==> config.mk <==
export PLATFORM = sky130hd
export DESIGN_NAME = id_ex_skid
export DESIGN_NICKNAME = d
export VERILOG_FILES = /design/src/rtl/id_ex_skid.sv
export SDC_FILE = /design/constraint.sdc
export NUM_CORES = 1
export LEC_CHECK = 0
export BUFFER_PORTS_ARGS = -buffer_cell sky130_fd_sc_hd__buf_2
export CAP_MARGIN = 5
export CORE_UTILIZATION = 50
export CTS_BUF_LIST = sky130_fd_sc_hd__clkbuf_4 sky130_fd_sc_hd__clkbuf_8
export CTS_CLUSTER_SIZE = 20
export DETAILED_ROUTE_END_ITERATION = 12
export GPL_ROUTABILITY_DRIVEN = 0
export GPL_TIMING_DRIVEN = 1
export PLACE_DENSITY = 0.79
export SLEW_MARGIN = 20
export SYNTH_ARGS = -nofsm -noshare
export SYNTH_HDL_FRONTEND = slang
export SYNTH_SLANG_ARGS = --single-unit
==> constraint.sdc <==
create_clock -name clk -period 1.6 [get_ports clk]
set_input_delay 0.16 -clock clk [delete_from_list [all_inputs] [get_ports clk]]
set_output_delay 0.16 -clock clk [all_outputs]
set_load 0.01 [all_outputs]
==> src/rtl/id_ex_skid.sv <==
// id_ex_skid: decode/execute stage register with a valid/ready handshake,
// a one-entry skid buffer, flush-to-NOP and a saturating stall counter.
module id_ex_skid #(
  parameter int unsigned ALUOP_W  = 8,
  parameter int unsigned ALUSEL_W = 3,
  parameter int unsigned DATA_W   = 32,
  parameter int unsigned ADDR_W   = 5,
  parameter int unsigned CNT_W    = 16
) (
  input  logic                clk,
  input  logic                rst,
  input  logic                flush,
  input  logic                valid_i,
  output logic                ready_o,
  input  logic [ALUOP_W-1:0]  aluop_i,
  input  logic [ALUSEL_W-1:0] alusel_i,
  input  logic [DATA_W-1:0]   reg1_i,
  input  logic [DATA_W-1:0]   reg2_i,
  input  logic [ADDR_W-1:0]   wr_addr_i,
  input  logic                we_i,
  output logic                valid_o,
  input  logic                ready_i,
  output logic [ALUOP_W-1:0]  aluop_o,
  output logic [ALUSEL_W-1:0] alusel_o,
  output logic [DATA_W-1:0]   reg1_o,
  output logic [DATA_W-1:0]   reg2_o,
  output logic [ADDR_W-1:0]   wr_addr_o,
  output logic                we_o,
  output logic [CNT_W-1:0]    stall_cnt
);

  localparam int unsigned PW = ALUOP_W + ALUSEL_W + 2 * DATA_W + ADDR_W + 1;

  typedef enum logic [1:0] {
    EMPTY = 2'd0,
    BUSY  = 2'd1,
    FULL  = 2'd2
  } state_e;

  state_e           state_q;
  logic [PW-1:0]    out_q;
  logic [PW-1:0]    skid_q;
  logic             valid_q;
  logic             ready_q;
  logic [CNT_W-1:0] stall_q;
  logic [CNT_W-1:0] stall_d;
  logic [PW-1:0]    in_pay;
  logic             in_acc;
  logic             out_acc;

  assign in_pay  = {aluop_i, alusel_i, reg1_i, reg2_i, wr_addr_i, we_i};
  assign in_acc  = valid_i & ready_q;
  assign out_acc = valid_q & ready_i;

  // Occupancy FSM; OUT/SKID payloads are forced to NOP whenever they are empty.
  always_ff @(posedge clk) begin
    if (!rst || flush) begin
      state_q <= EMPTY;
      out_q   <= '0;
      skid_q  <= '0;
      valid_q <= 1'b0;
      ready_q <= 1'b1;
    end else begin
      unique case (state_q)
        EMPTY: begin
          if (in_acc) begin
            state_q <= BUSY;
            out_q   <= in_pay;
            valid_q <= 1'b1;
          end
        end
        BUSY: begin
          if (in_acc && out_acc) begin
            out_q <= in_pay;
          end else if (in_acc) begin
            state_q <= FULL;
            skid_q  <= in_pay;
            ready_q <= 1'b0;
          end else if (out_acc) begin
            state_q <= EMPTY;
            out_q   <= '0;
            valid_q <= 1'b0;
          end
        end
        FULL: begin
          if (out_acc) begin
            state_q <= BUSY;
            out_q   <= skid_q;
            skid_q  <= '0;
            ready_q <= 1'b1;
          end
        end
        default: begin
          state_q <= EMPTY;
          out_q   <= '0;
          skid_q  <= '0;
          valid_q <= 1'b0;
          ready_q <= 1'b1;
        end
      endcase
    end
  end

  // Next stall count: one more per stalled cycle, pinned at all-ones.
  always_comb begin
    stall_d = stall_q;
    if (valid_q && !ready_i && (stall_q != '1)) begin
      stall_d = stall_q + 1'b1;
    end
  end

  // Stall counter register; only reset clears it, flush leaves it alone.
  always_ff @(posedge clk) begin
    if (!rst) begin
      stall_q <= '0;
    end else begin
      stall_q <= stall_d;
    end
  end

  assign ready_o   = ready_q;
  assign valid_o   = valid_q;
  assign stall_cnt = stall_q;
  assign {aluop_o, alusel_o, reg1_o, reg2_o, wr_addr_o, we_o} = out_q;

endmodule

==> Implementation_results.wiki, run 1 <==
{| class="wikitable"
! Metric !! Value
|-
| Root cell of the clock tree || sky130_fd_sc_hd__clkbuf_8
|-
| GR Util All Layers || 28.6%
|-
| Buf+Inv Stages, Crit Path || 0
|-
| Cell type contributing the most total cell area after synthesis || sky130_fd_sc_hd__dfxtp_1
|-
| Number of warning messages in the yosys log || 0
|-
| Combinational family with the most area after synthesis || compound AO/OA/AOI/OAI gates
|-
| Nets in the synthesized netlist || 874
|-
| Maximum capacitance violations || 0
|-
| Reg2reg setup slack || 60 ps
|-
| First-pass GRT wire length || 34700 um
|-
| Number of filler instances in the final layout || 1055
|-
| Maximum frequency from static timing analysis || 649 MHz
|-
| Horizontal die dimension || 123 um
|-
| Total power consumption of the routed design || 8.94 mW
|-
| Number of library cell types mapped by synthesis || 47
|-
| Height of the chip || 123 um
|-
| CP arrival || 1930 ps
|-
| Initial standard-cell utilization of the core || 52.1%
|-
| Library cell with the highest instance count after synthesis || sky130_fd_sc_hd__dfxtp_1
|-
| Post-synthesis share of cell area spent on and, or, nand and nor gates || 12.2%
|-
| Number of clock sinks seen by CTS || 182
|-
| Ranking of synthesized cells by area || sky130_fd_sc_hd__dfxtp_1 (50%), sky130_fd_sc_hd__o2bb2ai_1 (9.7%), sky130_fd_sc_hd__a22oi_1 (8.3%)
|-
| Clock Skew || 14.2 ps
|-
| Mean number of vias per cell || 6.20
|-
| Post-Synthesis Cell Area || 7340 um^2
|-
| Share of the clock period used by the worst path after layout || 96.3%
|-
| Mean cell area of the mapped netlist || 9.33 um^2
|-
| Largest net degree at the start of global routing || 125
|-
| Remaining number of nets flagged by the antenna check after routing || 0
|-
| Number of pins with negative max-slew slack in the final report || 0
|-
| Total clock buffers created by CTS || 17
|-
| Antenna diode instance count || 0
|-
| Area grow syn2layout || 37.0%
|-
| Required time at the endpoint of the critical path || 1990 ps
|-
| Multiplexer area fraction after synthesis || 0.409%
|-
| Worst slew pin tran || 567 ps
|-
| Area of the multi-input gates || 3400 um^2
|-
| WS Path Type || register to register
|-
| Number of hold-slack violations in the final timing report || 0
|-
| P_leak || 3.78 nW
|-
| Flip-flop and latch count after synthesis || 182
|-
| Remaining DRCs || 0
|-
| CTS tree || done
|-
| Min Tclk post-route || 1540 ps
|-
| Post-synthesis sequential area ratio || 49.6%
|-
| Vias in the first global route || 6957
|-
| Number of enable flip-flop cells after synthesis || 0
|-
| Result of the run || finished, final reports clean
|-
| DRT Wirelength || 22500 um
|-
| Largest voltage drop on the vdd net || 0.000710 V
|-
| Fraction of post-synthesis cell area in the top cell type by area || 49.6%
|-
| Chain of cells forming the critical path || ha_2 -> and3b_2 -> nand2_2 -> or4_1 -> a21oi_1
|-
| Finished Core Util || 71.3%
|-
| Number of setup violations in the final report || 0
|-
| Gr ovfl total || 0
|-
| Critical Path Fanout Max || 5
|-
| Clock latency of the later-clocked register in the worst-skew pair || 450 ps
|-
| WL per Instance || 18.4 um
|-
| Iter 0 DRT Violations || 840
|-
| Number of buffers between clock root and the deepest sink || 2
|-
| Standard-cell rows || 43
|-
| Post-Synth Adder-Cell Area || 0.170%
|-
| PwrDens || 889 nW/um^2
|-
| Layout cell share with drive strength beyond 1 || 28.3%
|-
| Most instantiated flip-flop cell in the synthesis netlist || sky130_fd_sc_hd__dfxtp_1
|-
| Post-synth top cells || sky130_fd_sc_hd__dfxtp_1 (182), sky130_fd_sc_hd__a21oi_1 (92), sky130_fd_sc_hd__nand4_1 (83), sky130_fd_sc_hd__a22oi_1 (81), sky130_fd_sc_hd__o2bb2ai_1 (81)
|-
| Highest-delay cell along the critical path || sky130_fd_sc_hd__or4_1
|-
| Category of the worst setup path capture point || register
|-
| Initial antenna violation count || 1
|-
| Final Net Count || 1117
|-
| Area of the die || 15200 um^2
|-
| H-tree Lvls || 4
|-
| CP peak stage delay || 470 ps
|-
| Number of buffers inserted by port buffering || 184
|-
| Max-slew headroom || 62.2%
|-
| Clock-pin slew reported for the worst setup and hold paths after clock tree synthesis || 90 ps
|-
| Core area || 14100 um^2
|-
| Min-Delay Path Class || input pin to register
|-
| Io pins || 185
|-
| Vias post-DR || 7586
|-
| Share of flip-flops with an asynchronous set or reset after synthesis || 0%
|-
| Reg area || 3660 um^2
|-
| Family of cells with the greatest summed delay on the critical path || simple AND/OR/NAND/NOR gates
|-
| Crit start category || register
|-
| Post-DP HPWL || 12600 um
|-
| Number of optimization iterations in the first detailed-route pass || 6
|-
| Setup repair after global routing missed its margin || true
|-
| Complex-gate fraction of the synthesized area || 32.4%
|-
| Cell count after synthesis || 787
|-
| Area share of xor/xnor cells in the synthesized design || 0%
|}
kinds of logic after synthesis:
| kind of cell | count (synthesis) |
|---|---|
| compound gates | 361 |
| fa+ha+maj | 1 |
| buf+inv | 97 |
| flops | 182 |
| mux | 3 |
| simple gates | 143 |
stage by stage:
stage | cell area [um^2] | setup slack, ps | cells | setup TNS (ps) | hold slack (ps)
floorplan | 7340 | 8.72 | 787 | 0 | 307
global placement | 8730 | 51.9 | 1106 | 0 | 440
detailed placement | 8730 | -10.8 | 1106 | -17.0 | 441
CTS | 9940 | 9.56 | 1219 | 0 | 28.1
global route | 10100 | -18.3 | 1223 | -100 | 53.9
finish | 10100 | 58.9 | 1223 | 0 | 58.2
sequential cells by signal, indices dropped and copies added (netlist names):
| name | flops |
|---|---|
| valid_o | 1 |
| skid_q | 81 |
| out_q | 81 |
| ready_o | 1 |
| stall_cnt | 16 |
| state_q | 2 |
metal layers:
layer / track usage (%) / vias up / wire, um
met2: 44.3 / 402 / 10600
met5: 0 / - / 11
met4: 9.34 / 2 / 452
li1: - / 3557 / -
met1: 39.5 / 3576 / 9600
met3: 6.23 / 49 / 1850
layout make-up:
| class | count | share of cell area [%] |
|---|---|---|
| inverter | 7 | 0.261 |
| clock buffer | 17 | 2.33 |
| tap | 180 | 2.24 |
| timing repair buffer | 314 | 23.5 |
| multi-input combinational | 508 | 33.8 |
| sequential | 182 | 36.4 |
| clock inverter | 15 | 1.54 |
worst paths after layout:
path,to,cells past startpoint,startpoint
worst max-delay path,stall_cnt[6]$_SDFFE_PN0P_,5,stall_cnt[0]$_SDFFE_PN0P_
worst min-delay path,ready_o$_SDFFE_PP1P_,3,valid_i
worst max register to register,stall_cnt[6]$_SDFFE_PN0P_,5,stall_cnt[0]$_SDFFE_PN0P_
worst min register to register,out_q[50]$_SDFFE_PP0P_,1,out_q[50]$_SDFFE_PP0P_
timing repair:
item	4_1_cts	5_1_grt
gates resized for setup	4	14
gates cloned	0	3
hold buffers	81	0
endpoints found under the hold margin	97	0
setup buffers	0	1
setup endpoints to repair	52	84
pin swaps	0	2
where the power goes:
part / internal [mW] / switching, mW / leakage (nW) / total [mW]
Sequential: 4.62 / 0.0610 / 1.48 / 4.68
Clock: 1.39 / 1.69 / 0.180 / 3.08
Combinational: 0.524 / 0.661 / 2.12 / 1.18
cell usage in the layout, fill, tap and decap left out, drive strengths merged, types with 3 or more instances in the layout:
master / instances
buf: 231
dfxtp: 182
a21oi: 94
o21ai: 87
nand4: 84
a22oi: 81
o2bb2ai: 81
dlygate4sd3: 81
clkbuf: 19
nand2: 14
inv: 9
nor2: 8
nand3: 7
clkinvlp: 6
clkinv: 5
and3: 4
nand2b: 4
nor4: 4
and2: 3
nor3: 3
mux2i: 3
a31oi: 3
a211oi: 3
worst register-to-register path, stage by stage (launching register included):
cell and delay [ps]:
sky130_fd_sc_hd__dfxtp_4 380, sky130_fd_sc_hd__ha_2 200, sky130_fd_sc_hd__and3b_2 210, sky130_fd_sc_hd__nand2_2 80, sky130_fd_sc_hd__or4_1 470, sky130_fd_sc_hd__a21oi_1 140
Power figures use the tool's default switching activity.
==> run 2: changes to the inputs <==
Settings changed: CELL_PAD_IN_SITES_DETAIL_PLACEMENT set to 1, CELL_PAD_IN_SITES_GLOBAL_PLACEMENT set to 1, CORE_UTILIZATION 50 to 37, PLACE_DENSITY 0.79 to unset, PLACE_DENSITY_LB_ADDON set to 0.1.
==> run 2 against run 1 <==
  * First-iteration DRC count decreased by 48%
  * Critical endpoint is now out_q[3]$_SDFFE_PP0P_
  * Sequential power about the same
  * Clock-buffer cell count up 3
  * The run now ends with setup timing left
  * Largest power group unchanged
  * Total power grew 3.2%
  * Final cell count rose by 8.2%
  * Design area grew 3.1%
  * Sequential cell count stayed put
  * Non-clock buffer count increased by 14
  * Utilization fell by 18 points
  * Clock skew is 2.0 ps higher
  * Setup slack got worse by 60 ps
==> Implementation_results.wiki, run 2 (same netlist as run 1, synthesis figures left out) <==
{| class="wikitable"
! Metric !! Value
|-
| Result of the run || finished, violations left
|-
| Failing checks || setup timing
|-
| P_leak || 3.89 nW (+2.9%)
|-
| Commonest non-fill, non-tap cells in the layout || sky130_fd_sc_hd__buf_2 (184), sky130_fd_sc_hd__dfxtp_1 (175), sky130_fd_sc_hd__a21oi_1 (90)
|-
| Critical Path Fanout Max || 31 (+26)
|-
| Share of the clock period used by the worst path after layout || 100% (+3.8 points)
|-
| Reg2reg setup slack || -1 ps (-60 ps)
|-
| Core area || 19500 um^2 (+38%)
|-
| Area of the die || 20400 um^2 (+35%)
|-
| Area grow syn2layout || 41.3%
|-
| Iter 0 DRT Violations || 435 (-48%)
|-
| Post-DP HPWL || 15600 um (+24%)
|-
| Initial antenna violation count || 1 (unchanged)
|-
| PwrDens || 890 nW/um^2 (about the same)
|-
| Category of the worst setup path capture point || register
|-
| Horizontal die dimension || 143 um (+16%)
|-
| Gr ovfl total || 0 (unchanged)
|-
| Vias post-DR || 7749 (+2.1%)
|-
| Number of setup violations in the final report || 1 (+1)
|-
| Final Net Count || 1131 (+1.3%)
|-
| H-tree Lvls || 4 (unchanged)
|-
| Number of filler instances in the final layout || 2184 (+110%)
|-
| Layout cell share with drive strength beyond 1 || 29.9% (+1.6 points)
|-
| Clock Skew || 16.3 ps (+2.02 ps)
|-
| Total clock buffers created by CTS || 17 (unchanged)
|-
| Clock-pin slew reported for the worst setup and hold paths after clock tree synthesis || 90 ps (about the same)
|-
| DRT Wirelength || 27300 um (+22%)
|-
| WS Path Type || register to register
|-
| Crit start category || register
|-
| Worst slack, placed || -68.4 ps (-57.6 ps)
|-
| Setup repair after global routing missed its margin || true
|-
| Required time at the endpoint of the critical path || 1980 ps (about the same)
|-
| Root cell of the clock tree || sky130_fd_sc_hd__clkbuf_8
|-
| Maximum frequency from static timing analysis || 624 MHz (-3.8%)
|-
| Number of pins with negative max-slew slack in the final report || 0 (unchanged)
|-
| Worst slew pin tran || 464 ps (-104 ps)
|-
| Number of clock sinks seen by CTS || 182 (unchanged)
|-
| Leading cell type in the layout, fill and taps excluded || sky130_fd_sc_hd__buf_2
|-
| Smallest hold slack || 32.3 ps (-25.9 ps)
|-
| Min-Delay Path Class || input pin to register
|-
| Height of the chip || 143 um (+16%)
|-
| Io pins || 185 (unchanged)
|-
| Largest voltage drop on the vdd net || 0.000524 V (-26%)
|-
| Remaining DRCs || 0 (unchanged)
|-
| Max-slew headroom || 69.1% (+6.9 points)
|-
| Number of buffers between clock root and the deepest sink || 2 (unchanged)
|-
| CTS tree || done
|-
| First-pass GRT wire length || 40700 um (+17%)
|-
| Initial standard-cell utilization of the core || 37.7% (-14 points)
|-
| Number of hold-slack violations in the final timing report || 0 (unchanged)
|-
| WL per Instance || 20.7 um (+12%)
|-
| Number of optimization iterations in the first detailed-route pass || 5 (-1)
|-
| CP arrival || 1990 ps (+60 ps)
|-
| Remaining number of nets flagged by the antenna check after routing || 0 (unchanged)
|-
| Maximum capacitance violations || 0 (unchanged)
|-
| Mean number of vias per cell || 5.86 (-5.6%)
|-
| GR Util All Layers || 25.3% (-3.4 points)
|-
| Min Tclk post-route || 1600 ps (+60.4 ps)
|-
| Vias in the first global route || 7761 (+12%)
|-
| Clock latency of the later-clocked register in the worst-skew pair || 470 ps (+20 ps)
|-
| Standard-cell rows || 51 (+19%)
|-
| Worst Slack Setup Final || -1.46 ps (-60.4 ps)
|-
| Largest net degree at the start of global routing || 101 (-19%)
|-
| Number of buffers inserted by port buffering || 184 (unchanged)
|-
| Total power consumption of the routed design || 9.23 mW (+3.2%)
|}
==> run 2: critical path, cell delays in order, from the launching register on <==
cell                        delay (ps)
sky130_fd_sc_hd__dfxtp_4           390
sky130_fd_sc_hd__and2_1            190
sky130_fd_sc_hd__o21ai_2           160
sky130_fd_sc_hd__nor3b_4           260
sky130_fd_sc_hd__buf_4             160
sky130_fd_sc_hd__clkbuf_16         230
sky130_fd_sc_hd__o2bb2ai_1         150
==> run 2: cell type report <==
cell class	instances	area, um^2	area share (%)
tap	265	332	3.20
clock inverter	12	140	1.35
antenna	1	2.50	0.0241
sequential	182	3660	35.3
clock buffer	20	275	2.65
timing repair buffer	328	2520	24.3
inverter	7	26.3	0.253
multi-input combinational	508	3420	33.0
==> run 2: layer usage <==
metal  GRT usage, %  wire, um  part of all wire (%)
met3           4.96      1550                   5.7
met1           31.9     12200                    45
met5              0         0                     0
met4           9.56       546                   2.0
met2           42.4     13000                    48
==> run 2: repair_timing <==
item | 4_1_cts | 5_1_grt
buffers inserted | 0 | 10
endpoints found under the hold margin | 113 | 0
endpoints found under the setup margin | 95 | 121
resized for setup | 8 | 27
pin swaps | 1 | 5
hold buffers | 80 | 0
gates cloned | 0 | 6
==> run 2: metrics by stage <==
| step | TNS [ps] | utilization (%) | cell area, um^2 | cells |
|---|---|---|---|---|
| after floorplan | 0 | - | 7340 | 787 |
| after global routing | -1300 | 53.3 | 10400 | 1323 |
| after CTS | -1.39 | 51.6 | 10000 | 1307 |
| after global placement | 0 | 45.2 | 8800 | 1195 |
| final | -1.46 | 53.3 | 10400 | 1323 |
| after detailed placement | -2800 | 45.2 | 8800 | 1195 |
==> run 2: final timing paths <==
kind / from / endpoint / depth (start not counted)
setup / recovery: valid_o$_SDFFE_PP0P_ / out_q[3]$_SDFFE_PP0P_ / 6
hold reg to reg: out_q[1]$_SDFFE_PP0P_ / out_q[1]$_SDFFE_PP0P_ / 1
hold / removal: reg1_i[12] / skid_q[50]$_SDFFE_PP0P_ / 3
setup reg to reg: valid_o$_SDFFE_PP0P_ / out_q[3]$_SDFFE_PP0P_ / 6
==> run 2: report_power, final <==
group / total [mW] / internal, mW / switching (mW)
sequential: 4.68 / 4.62 / 0.0622
combinational: 1.28 / 0.561 / 0.716
clock: 3.27 / 1.54 / 1.73
